--- src/rtl/perf_mon_pkg.sv ---
// Shared types and defaults for the branch performance monitor.
// PERF_MON_SATURATE_EN selects saturating counters instead of wrapping ones.
package perf_mon_pkg;

  typedef enum logic {
    PM_IDLE = 1'b0,
    PM_RUN  = 1'b1
  } pm_state_e;

  localparam int PM_CNT_W_DEF = 32;

  // Snapshot layout at the default counter width, as seen by firmware.
  typedef struct packed {
    logic [PM_CNT_W_DEF-1:0] retire;
    logic [PM_CNT_W_DEF-1:0] branch;
    logic [PM_CNT_W_DEF-1:0] mispredict;
  } pm_snap_t;

  function automatic logic pm_is_run(input pm_state_e s);
    return (s == PM_RUN);
  endfunction

endpackage

--- src/rtl/perf_event_counter.sv ---
// Single event counter: +1 per enabled cycle, synchronous clear.
// Wraps by default; saturates at all-ones when PERF_MON_SATURATE_EN is defined.
module perf_event_counter
  import perf_mon_pkg::*;
#(
  parameter int CNT_W = PM_CNT_W_DEF
) (
  input  logic             clk,
  input  logic             rst_n,
  input  logic             inc,
  input  logic             en,
  input  logic             clr,
  output logic [CNT_W-1:0] cnt,
  output logic             ovf_pulse
);

  logic at_max;
  logic bump;

  assign at_max    = &cnt;
  assign bump      = en & inc & ~clr;
  // Pulses whenever an increment is attempted at all-ones, in either mode.
  assign ovf_pulse = bump & at_max;

  always_ff @(posedge clk or negedge rst_n) begin
    if (!rst_n) begin
      cnt <= '0;
    end else if (clr) begin
      cnt <= '0;
    end else if (bump) begin
`ifdef PERF_MON_SATURATE_EN
      if (!at_max) begin
        cnt <= cnt + CNT_W'(1);
      end
`else
      cnt <= cnt + CNT_W'(1);
`endif
    end
  end

endmodule

--- src/rtl/branch_perf_monitor.sv ---
// Counts retires, branches and mispredictions inside a start/stop window and
// hands out a frozen snapshot. PERF_MON_SATURATE_EN selects saturating counters.
module branch_perf_monitor
  import perf_mon_pkg::*;
#(
  parameter int CNT_W = PM_CNT_W_DEF
) (
  input  logic             clk,
  input  logic             rst_n,
  input  logic             ctrl_start,
  input  logic             ctrl_stop,
  input  logic             ctrl_clear,
  input  logic             ev_retire,
  input  logic             ev_branch,
  input  logic             ev_mispredict,
  input  logic             snap_req,
  input  logic             snap_ack,
  output logic             snap_valid,
  output logic [CNT_W-1:0] snap_retire,
  output logic [CNT_W-1:0] snap_branch,
  output logic [CNT_W-1:0] snap_mispredict,
  output logic             running,
  output logic             ovf
);

  typedef struct packed {
    logic [CNT_W-1:0] retire;
    logic [CNT_W-1:0] branch;
    logic [CNT_W-1:0] mispredict;
  } snap_regs_t;

  pm_state_e  state;
  snap_regs_t live;
  snap_regs_t snap;
  logic       count_en;
  logic [2:0] ovf_pulse;

  assign count_en = pm_is_run(state);

  // Stop beats start when both arrive together.
  always_ff @(posedge clk or negedge rst_n) begin
    if (!rst_n) begin
      state   <= PM_IDLE;
      running <= 1'b0;
    end else begin
      case (state)
        PM_IDLE: begin
          if (ctrl_start && !ctrl_stop) begin
            state   <= PM_RUN;
            running <= 1'b1;
          end
        end
        PM_RUN: begin
          if (ctrl_stop) begin
            state   <= PM_IDLE;
            running <= 1'b0;
          end
        end
        default: begin
          state   <= PM_IDLE;
          running <= 1'b0;
        end
      endcase
    end
  end

  perf_event_counter #(.CNT_W(CNT_W)) u_cnt_retire (
    .clk       (clk),
    .rst_n     (rst_n),
    .inc       (ev_retire),
    .en        (count_en),
    .clr       (ctrl_clear),
    .cnt       (live.retire),
    .ovf_pulse (ovf_pulse[0])
  );

  perf_event_counter #(.CNT_W(CNT_W)) u_cnt_branch (
    .clk       (clk),
    .rst_n     (rst_n),
    .inc       (ev_branch),
    .en        (count_en),
    .clr       (ctrl_clear),
    .cnt       (live.branch),
    .ovf_pulse (ovf_pulse[1])
  );

  perf_event_counter #(.CNT_W(CNT_W)) u_cnt_mispredict (
    .clk       (clk),
    .rst_n     (rst_n),
    .inc       (ev_mispredict),
    .en        (count_en),
    .clr       (ctrl_clear),
    .cnt       (live.mispredict),
    .ovf_pulse (ovf_pulse[2])
  );

  always_ff @(posedge clk or negedge rst_n) begin
    if (!rst_n) begin
      ovf <= 1'b0;
    end else if (ctrl_clear) begin
      ovf <= 1'b0;
    end else if (|ovf_pulse) begin
      ovf <= 1'b1;
    end
  end

  // Handshake: snap_req is accepted only while snap_valid=0 and captures the
  // live counts as they stand before this edge; snap_valid then holds with
  // stable data until snap_ack is seen, and requests during the hold are dropped.
  always_ff @(posedge clk or negedge rst_n) begin
    if (!rst_n) begin
      snap       <= '0;
      snap_valid <= 1'b0;
    end else if (!snap_valid) begin
      if (snap_req) begin
        snap       <= live;
        snap_valid <= 1'b1;
      end
    end else if (snap_ack) begin
      snap_valid <= 1'b0;
    end
  end

  assign snap_retire     = snap.retire;
  assign snap_branch     = snap.branch;
  assign snap_mispredict = snap.mispredict;

endmodule

--- config.mk ---
export PLATFORM = sky130hd
export DESIGN_NAME = branch_perf_monitor
export DESIGN_NICKNAME = d
export VERILOG_FILES = /design/src/rtl/perf_mon_pkg.sv /design/src/rtl/perf_event_counter.sv /design/src/rtl/branch_perf_monitor.sv
export SDC_FILE = /design/constraint.sdc
export NUM_CORES = 1
export LEC_CHECK = 0
export BUFFER_PORTS_ARGS = -buffer_cell sky130_fd_sc_hd__buf_2
export CAP_MARGIN = 30
export CORE_MARGIN = 2
export CORE_UTILIZATION = 30
export DETAILED_ROUTE_END_ITERATION = 8
export GPL_TIMING_DRIVEN = 0
export PLACE_DENSITY = 0.48
export SKIP_CTS_REPAIR_TIMING = 1
export SLEW_MARGIN = 20
export SYNTH_ARGS = -nofsm -noshare
export SYNTH_HDL_FRONTEND = slang
export SYNTH_HIERARCHICAL = 1
export SYNTH_SLANG_ARGS = --single-unit
--- constraint.sdc ---
create_clock -name clk -period 2.25 [get_ports clk]
set_input_delay 0.225 -clock clk [delete_from_list [all_inputs] [get_ports clk]]
set_output_delay 0.225 -clock clk [all_outputs]
set_load 0.005 [all_outputs]
Word-level counts from Yosys, hierarchy flattened
Cells that the tools add are included.
Widths: inputs -> output; s select.
- eq/ne operators: 2
- mux-type cells: 17
- reduce and logical (&&, ||, !) cells: 12
- $add $sub $neg: 3
- bitwise operators: 12
- operators with widths (operator ; count):
    $mux 32 ; 6
    $add 32x1->32 const B ; 3
    $reduce_and 32->1 ; 3
    $and 1x1->1 ; 9
    $mux 1 ; 9
    $reduce_bool 2->1 ; 4
    $ne 2x2->1 const B ; 2
    $pmux 1 s2 ; 2
    $reduce_and 2->1 ; 2
    $not 1->1 ; 3
    $reduce_or 3->1 ; 1
    $logic_and 1x1->1 ; 1
    $logic_not 1->1 ; 1
- output and inout port bits: 99
- word-level logic and storage cells: 56
- register bits: 196

Depth between registers and ports, before layout
Gate-level depths: netlist (run 1).
- word-level depth: 6
- mapped depth: 8
- gate-level depth less buffers: 7

Modules after synthesis
Netlist (run 1), hierarchy kept.
- modules (own cells, without submodules) (module ; cells each ; instances ; area each (sq um)):
    perf_event_counter ; 190 ; 3 ; 1803.0
    branch_perf_monitor ; 217 ; 1 ; 3895.0

Worst setup path before layout (run 1)
No wires, ideal clock.
- kind: register -> register
- from: register state, in the netlist count_en
- to: register u_cnt_branch.cnt[30]
- library setup time: 0.125 ns
- buffers on the path: 0
- arrival time: 2.124 ns
- slack: 0.001 ns
- cell stages (with the launch flop): 5
- required time: 2.125 ns
- clock period less this slack: 2.249 ns
- path through: dfrtp_1 nand4_4 or4_4 nor4_1 mux2_2
- word-level cells in the longest chain between the ends: 3
- ends and longest elaborated chain (item ; line ; source):
    start, declared ; branch_perf_monitor.sv:32 ; pm_state_e state;
    start signal, assigned ; branch_perf_monitor.sv:43 ; state <= PM_IDLE;
    start signal, assigned ; branch_perf_monitor.sv:49 ; state <= PM_RUN;
    start signal, assigned ; branch_perf_monitor.sv:55 ; state <= PM_IDLE;
    $and 1x1->1 (2 in series) ; perf_event_counter.sv:21 ; assign bump = en & inc & ~clr;
    $reduce_bool 2->1 (no line) ; -- ;
    end signal, assigned ; perf_event_counter.sv:36 ; cnt <= cnt + CNT_W'(1);
    end, declared ; perf_event_counter.sv:13 ; output logic [CNT_W-1:0] cnt,
Every way passes these cells.
A chain may end at the register's enable or synchronous reset.

Worst setup path after layout (run 1)
- from: register state, in the netlist count_en
- to: register u_cnt_retire.cnt[30]
- word-level cells in the longest chain between the ends: 3
- ends and longest elaborated chain (item ; line):
    $and 1x1->1 (2 in series) ; perf_event_counter.sv:21
    $reduce_bool 2->1 (no line) ; --
    end signal, assigned ; perf_event_counter.sv:36
    end, declared ; perf_event_counter.sv:13
Every way passes these cells.

==> metrics list, run 1 <==
* Syn Std Cell Area: around 0.0093 sq mm
- CTS Sinks: approximately 200
* Horizontal die dimension: ~180 um
- For the pin with the worst max-slew slack, the measured transition is 575.1 ps.
- The core region is a little over 0.03 sq mm.
- Total Neg Setup Slack: 0 ps
- The share of total power dissipated in the clock network is 0.446.
- For this block, wires on met1 add up to roughly 11,000 um.
* First-pass GRT wire length: 37,010 um
- YS warnings: 6
* Logic gate share of total power: 0.057
- Counting the buffers created by CTS gives 17.
- The setup check on the worst reg-to-reg path leaves a slack of ~84 ps.
* Antenna Violating Nets Remaining: 0
* Root buffer cell: clkbuf_16
* Clock-pin slew on the worst setup and hold paths: ~70 ps
- Design Power: approximately 0.0072 W
- Final period util: 0.9626
* Congestion Overflow GR: 0
- The highest metal layer carrying signal wires in the routed design is met4.
* IO Port Bufs: around 110
- The tool flagged a number of max-cap violations equal to 0.
- Number of standard cells after synthesis: a little under 800
* Number of top-level design ports: approximately 110
* DRC errors left: 0
- GRT Util Overall: 0.1425
- Counting instances, the worst hold path has a depth of 3.
* Final number of max-transition violations: 0
* Number of library cell types mapped by synthesis: 38
- The startpoint identified for the worst register-to-register timing path is count_en.
* NumNets Final: between 900 and 1k
* Clock network latency to the later pin of the worst-skew pair: approximately 440 ps
- In the final routed layout, each cell accounts on average for between 15 and 20 um.
- The final hold violation count is 0.
- Compared with the post-synthesis result, the final layout area differs by 20.51%.
- TritonCTS clock tree: done
- Across all layers, the routed design uses between 6k and 7k vias.
- For this block, the initial DRC count from the detailed router was between 200 and 300.
- Kind of critical path: reg2reg
- In this run the power density over the cells is 640.1 mW/mm^2.
- The pre-antenna-repair detailed-routing pass consisted of 4 iterations.
- The H-tree generated during clock tree synthesis spans 4 levels.
* Worst slew margin: 0.6166
- Routed wire length on met3: approximately 900 um
- The worst setup path is captured at a flip-flop.
- Status: finished clean
- Startpoint of the most critical setup path: count_en
- The synthesized design contains 0 enable-type register cells.
- The die is roughly 180 um tall.
* Worst hold slack across all endpoints: about 12 ps
- At the end of the flow the core is filled with cells to 0.3665.
- The share of the Yosys chip area taken by registers is 0.5272.
- Entering global routing, the biggest net connects between 80 and 90 pins.
- Detailed-placement wirelength estimate: 15,810 um
- Switch Pwr: 0.001660 W
- Hold-critical path endpoint: count_en
- Internal power comes to 0.005517 W.
* Required time reported for the critical path endpoint: 2580 ps
* Largest clock skew in the final design: approximately 12 ps
- The via count of the first global-routing pass came to ~6.6k.
- Summed over all cells, the static leakage comes to 5.105 nW.
- Synthesis produced a netlist with a net count of 800.
- Of the cells placed in the final design, the portion with a size suffix greater than 1 is 0.3319.
- Final wirelength: between 20,000 and 25,000 um
* Die area: around 0.032 sq mm
- Final setup violation count: 0
- Antenna violations before repair: 1
* Worst-case reg-to-reg path depth: 5
* Final worst path period need: ~2200 ps
- Of the total power, the share spent switching nets is 0.2313.
- In this run the critical register-to-register path is captured at u_cnt_retire/cnt[30].
- CP Data Arrival Time: 2500 ps
- Static timing analysis puts the maximum clock frequency at roughly 460 MHz.
* Post-synthesis average cell area: 11.82 sq um
- Routability-driven placement finished with a final weighted congestion of approximately 0.81.
* Routed length on met2: around 10,000 um
- In the layout the commonest cells are dfrtp_1 (190), buf_2 (114), mux2_2 (65), nor2_1 (58), a21oi_1 (43).
* Category of the worst setup path launch point: flip-flop
- Startpoint of the tightest hold check path: ctrl_start
- Row generation in the floorplan step produced between 60 and 70 rows.
- Seq cells post-synth: between 150 and 200
- Largest fanout on the critical path: 6
- Most frequent standard cell in the layout excluding fill and tap cells: dfrtp_1
- Proportion of synthesized flip-flops having asynchronous set or reset: 1.000
* Most used flip-flop cell after synthesis: dfrtp_1
- The share of total power dissipated in sequential elements is 0.496.
- The initial utilization of the core area, before any placement, comes to 0.3042.
- Max Buffers Root-to-Sink: 2
- The worst hold path belongs to the class in2reg.
- Largest voltage drop on the vdd net: 471.8 uV
- After detailed routing, the number of vias per cell comes to 4.958.
-- power by group through the flow --
stage | Combinational [W] | Sequential (W) | Clock, W
after CTS | 0.000402 | 0.00357 | 0.00332
final | 0.000412 | 0.00356 | 0.00320
after global routing | 0.000458 | 0.00356 | 0.00346
after global placement | 0.000371 | 0.00365 | 0
after detailed placement | 0.000403 | 0.00364 | 0
after floorplan | 0.000204 | 0.00364 | 0
-- layer usage --
layer	track usage	vias up
li1	-	3230
met1	0.2000	3280
met2	0.2150	103
met3	0.03557	16
met4	0.04710	0
met5	0	-
-- cell usage after synthesis, drive strengths merged (18+ instances only) --
| master | number | area share |
|---|---|---|
| xnor2 | 27 | 0.025 |
| or4 | 33 | 0.028 |
| and4 | 21 | 0.020 |
| buf | 20 | 0.018 |
| nand4 | 39 | 0.038 |
| nand2 | 30 | 0.012 |
| or3 | 18 | 0.013 |
| o31ai | 30 | 0.024 |
| nor4 | 19 | 0.013 |
| nand3 | 39 | 0.021 |
| dfrtp | 196 | 0.53 |
| clkbuf | 18 | 0.0073 |
| nor2 | 58 | 0.023 |
| a21oi | 43 | 0.023 |
| mux2 | 105 | 0.14 |
-- through the flow --
stage	instances	setup WS [ps]	area (sq um)
after floorplan	787	0.9914	9304
after global placement	1291	-2666	10340
after detailed placement	1294	-378.4	10430
after CTS	1325	-407.7	11040
after global routing	1336	-1.849	11210
final	1337	84.18	11210
-- critical path, stage by stage, from the launching register on --
cell and delay [ps]:
dfrtp_2 410, buf_4 190, nand4_4 160, or4_4 620
nor4_4 300, mux2_2 360
-- how the worst max path moves through the flow --
stage	end	slack (ps)
detailed placement	ovf	-380
CTS	ovf	-410
global placement	snap_mispredict[16]	-2670
global route	u_cnt_retire/cnt[30]	-2
floorplan	u_cnt_branch/cnt[30]	1
finish	u_cnt_retire/cnt[30]	80
-- cell families after synthesis --
group / synth area share
AO/OA/AOI/OAI: 0.05985
XOR/XNOR: 0.03671
adder cells (fa/ha/maj): 0.004035
buffers and inverters: 0.02851
flip-flops: 0.5272
multiplexers: 0.1465
AND/OR/NAND/NOR: 0.1973
-- flip-flops by register name, indices dropped and copies added, names as in the netlist --
| register | flops |
|---|---|
| count_en | 1 |
| ovf | 1 |
| running | 1 |
| snap_branch | 32 |
| snap_mispredict | 32 |
| snap_retire | 32 |
| snap_valid | 1 |
| u_cnt_branch/cnt | 32 |
| u_cnt_mispredict/cnt | 32 |
| u_cnt_retire/cnt | 32 |
-- layout make-up --
cell class,count,area [sq um]
tap,396,495.5
timing repair buffer,122,723.2
clock buffer,20,456.7
inverter,9,33.78
multi-input combinational,544,4202
fill,3070,19380
buffer,38,235.2
antenna,1,2.502
clock inverter,11,151.4
sequential,196,4912
No activity file was read; power rests on OpenSTA's default activity.
==> inputs of run 2 (changes only) <==
--- a/config.mk
+++ b/config.mk
@@ -5,10 +5,11 @@
 export SDC_FILE = /design/constraint.sdc
 export NUM_CORES = 1
 export LEC_CHECK = 0
-export BUFFER_PORTS_ARGS = -buffer_cell sky130_fd_sc_hd__buf_2
+export BUFFER_PORTS_ARGS = -buffer_cell sky130_fd_sc_hd__buf_4
 export CAP_MARGIN = 30
 export CORE_MARGIN = 2
 export CORE_UTILIZATION = 30
+export CTS_BUF_LIST = sky130_fd_sc_hd__clkbuf_8
 export DETAILED_ROUTE_END_ITERATION = 8
 export GPL_TIMING_DRIVEN = 0
 export PLACE_DENSITY = 0.48
==> metrics list, run 2 (synthesis results as in run 1) <==
- Of the cells placed in the final design, the portion with a size suffix greater than 1 is 0.3326.
- The layout has roughly 3.1k filler cells.
- Horizontal die dimension: around 180 um
- From bottom edge to top edge, the die measures ~180 um.
- After clock tree synthesis, the clock-pin slew on the worst setup and hold paths is ~110 ps.
- Antenna violations before repair: 0
- The worst register-to-register path has a depth of 5.
- Count of vias placed by the detailed router: a little under 7k
- At the worst endpoint, the arrival time is roughly 2500 ps.
- Area of all placed cells without fillers: 0.01128 sq mm
- Wire per inst: 17.20 um
* Count of placed standard cells in the final layout, fillers left out: between 1k and 1.5k
- In this run the register-to-register setup slack is around 67 ps.
* Required time reported for the critical path endpoint: ~2600 ps
- GRT Util Overall: 0.1437
- In this run the worst path has a maximum fanout of 6.
- The setup path with the least slack is of type reg2reg.
* Core outline area: around 0.031 sq mm
* Max_cap viols: 0
- Leaving out fill and tap cells, the most frequent cell in the layout is dfrtp_1.
- CTS Sinks: 196
- Prior to clock tree synthesis, the placed netlist has a worst setup slack of -346.2 ps.
- Transition time of the tightest slew-check pin: 613.6 ps
- Clock network latency to the later pin of the worst-skew pair: between 400 and 500 ps
- In the final design database the tool counted roughly 940 nets.
* Worst hold path class: in2reg
- The run finished with clean final reports.
- The sequential cells in the finished layout cover a total of about 0.0049 sq mm.
- Total Neg Setup Slack: 0 ps
- Maximum number of pins on one net before global-route repair: 91
- Across the VDD grid, the largest voltage drop is 264.7 uV.
- The count of buffers added on input and output ports is ~110.
- Power comes to between 0.006 and 0.007 W.
- Row generation in the floorplan step produced 64 rows.
* Max Buffers Root-to-Sink: 2
* Placer's final routability congestion estimate: between 0.7 and 0.8
- In this run, the number of DRC markers left after iteration 0 of detailed routing was roughly 410.
- Antenna Violating Nets Remaining: 0
- First-pass GRT wire length: between 30,000 and 40,000 um
- Congestion Overflow GR: 0
* Number of buffers created by CTS: 17
- The most critical setup path has its startpoint at u_cnt_branch/cnt[0].
* Root buffer cell: clkbuf_8
- Category of the worst setup path capture point: flip-flop
- Setup violations remaining at the end of the flow were counted as 0.
- The initial utilization of the core area, before any placement, comes to 0.3042.
- Final hold violation count: 0
- The clock tree synthesis step divided the H-tree into 4 levels.
- The area growth from synthesis to layout is 21.29%.
* DRC errors left: 0
- Counting instances, the worst hold path has a depth of 3.
- In this run the critical register-to-register path is captured at u_cnt_branch/cnt[30].
* TritonCTS clock tree: done
- Once detailed placement completed, the half-perimeter wirelength came to ~16,000 um.
- Number of antenna repair diodes: 0
* Number of global-route vias before repair: 6,558
- Via-per-instance ratio: approximately 5.1
- Number of search-and-repair iterations in the first detailed-routing pass: 5
- Placed insts: between 1k and 1.5k
- The clock arrives with about 23 ps of skew.
- The worst setup path is launched from a flip-flop.
- In this run the count of I/O pins placed on the die edge is roughly 110.
- In this run the static leakage power is between 5 and 6 nW.
* Beginning of the worst register-to-register path: u_cnt_branch/cnt[0]
- Final wirelength: about 23,000 um
- Final number of max-transition violations: 0
- Setup repair after global routing left no endpoint under its margin.
- Derived from the worst setup path, the maximum achievable clock frequency is between 400 and 500 MHz.
- The die covers around 0.032 sq mm.
- Final period util: 0.9702
- The multi-input combinational cells in the finished layout cover a total of around 0.0042 sq mm.
* Commonest non-fill, non-tap cells in the layout: dfrtp_1 (189), buf_4 (112), mux2_2 (65), nor2_1 (58), a21oi_1 (43)
- The placed instances occupy a cell area of around 0.011 sq mm.
* Power density over the cells: around 560 mW/mm^2
- Final worst path period need: around 2200 ps
* Crit path capture: u_cnt_branch/cnt[30]
- The worst path meets setup with 67.04 ps of slack.
* Worst slew margin: 0.5909
[run 2: changes by cell type in the layout (fill, tap and decap cells not counted), moves of 2 or more]
| cell | change |
|---|---|
| dlygate4sd3_1 | +2 |
| clkbuf_16 | -17 |
| inv_8 | +2 |
| buf_2 | -106 |
| buf_4 | +104 |
| clkbuf_8 | +16 |
| bufinv_16 | -2 |
| inv_6 | +3 |
[run 2: metrics by stage]
stage	utilization	hold slack, ps
2_1_floorplan	-	-70.59
3_3_place_gp	0.3469	398.4
3_5_place_dp	0.3498	148.1
4_1_cts	0.3627	-398.1
5_1_grt	0.3689	1.273
6_report	0.3689	15.99
[run 2: layout make-up]
class | count | area share
sequential | 196 | 0.4354
buffer | 38 | 0.02084
timing repair buffer | 122 | 0.08937
clock buffer | 18 | 0.02195
multi-input combinational | 544 | 0.3725
clock inverter | 14 | 0.01297
tap | 396 | 0.04391
inverter | 9 | 0.002994
[run 2: worst min-delay path by stage]
stage | startpoint | to
after global routing | snap_req | snap_valid
final | snap_req | snap_valid
after floorplan | rst_n | count_en
after CTS | rst_n | snap_branch[25]
after global placement | snap_ack | snap_valid
after detailed placement | rst_n | snap_branch[25]
[run 2: report_power, final]
group | switching (W) | leakage (nW) | internal (W)
Combinational | 0.000253 | 2.09 | 0.000178
Sequential | 0.0000209 | 2.72 | 0.00354
Clock | 0.00142 | 0.202 | 0.000946
[run 2: per-layer routing]
layer	track usage	share of wire
met4	0.03258	0.011
met3	0.03375	0.040
met1	0.2060	0.49
met5	0	0
met2	0.2204	0.46
[run 2: worst max-delay path, cell delays in order, from the launching register on]
cell	delay, ps
dfrtp_2	440
ha_2	230
nand4_4	140
or4_4	590
nor4_2	310
mux2_2	370
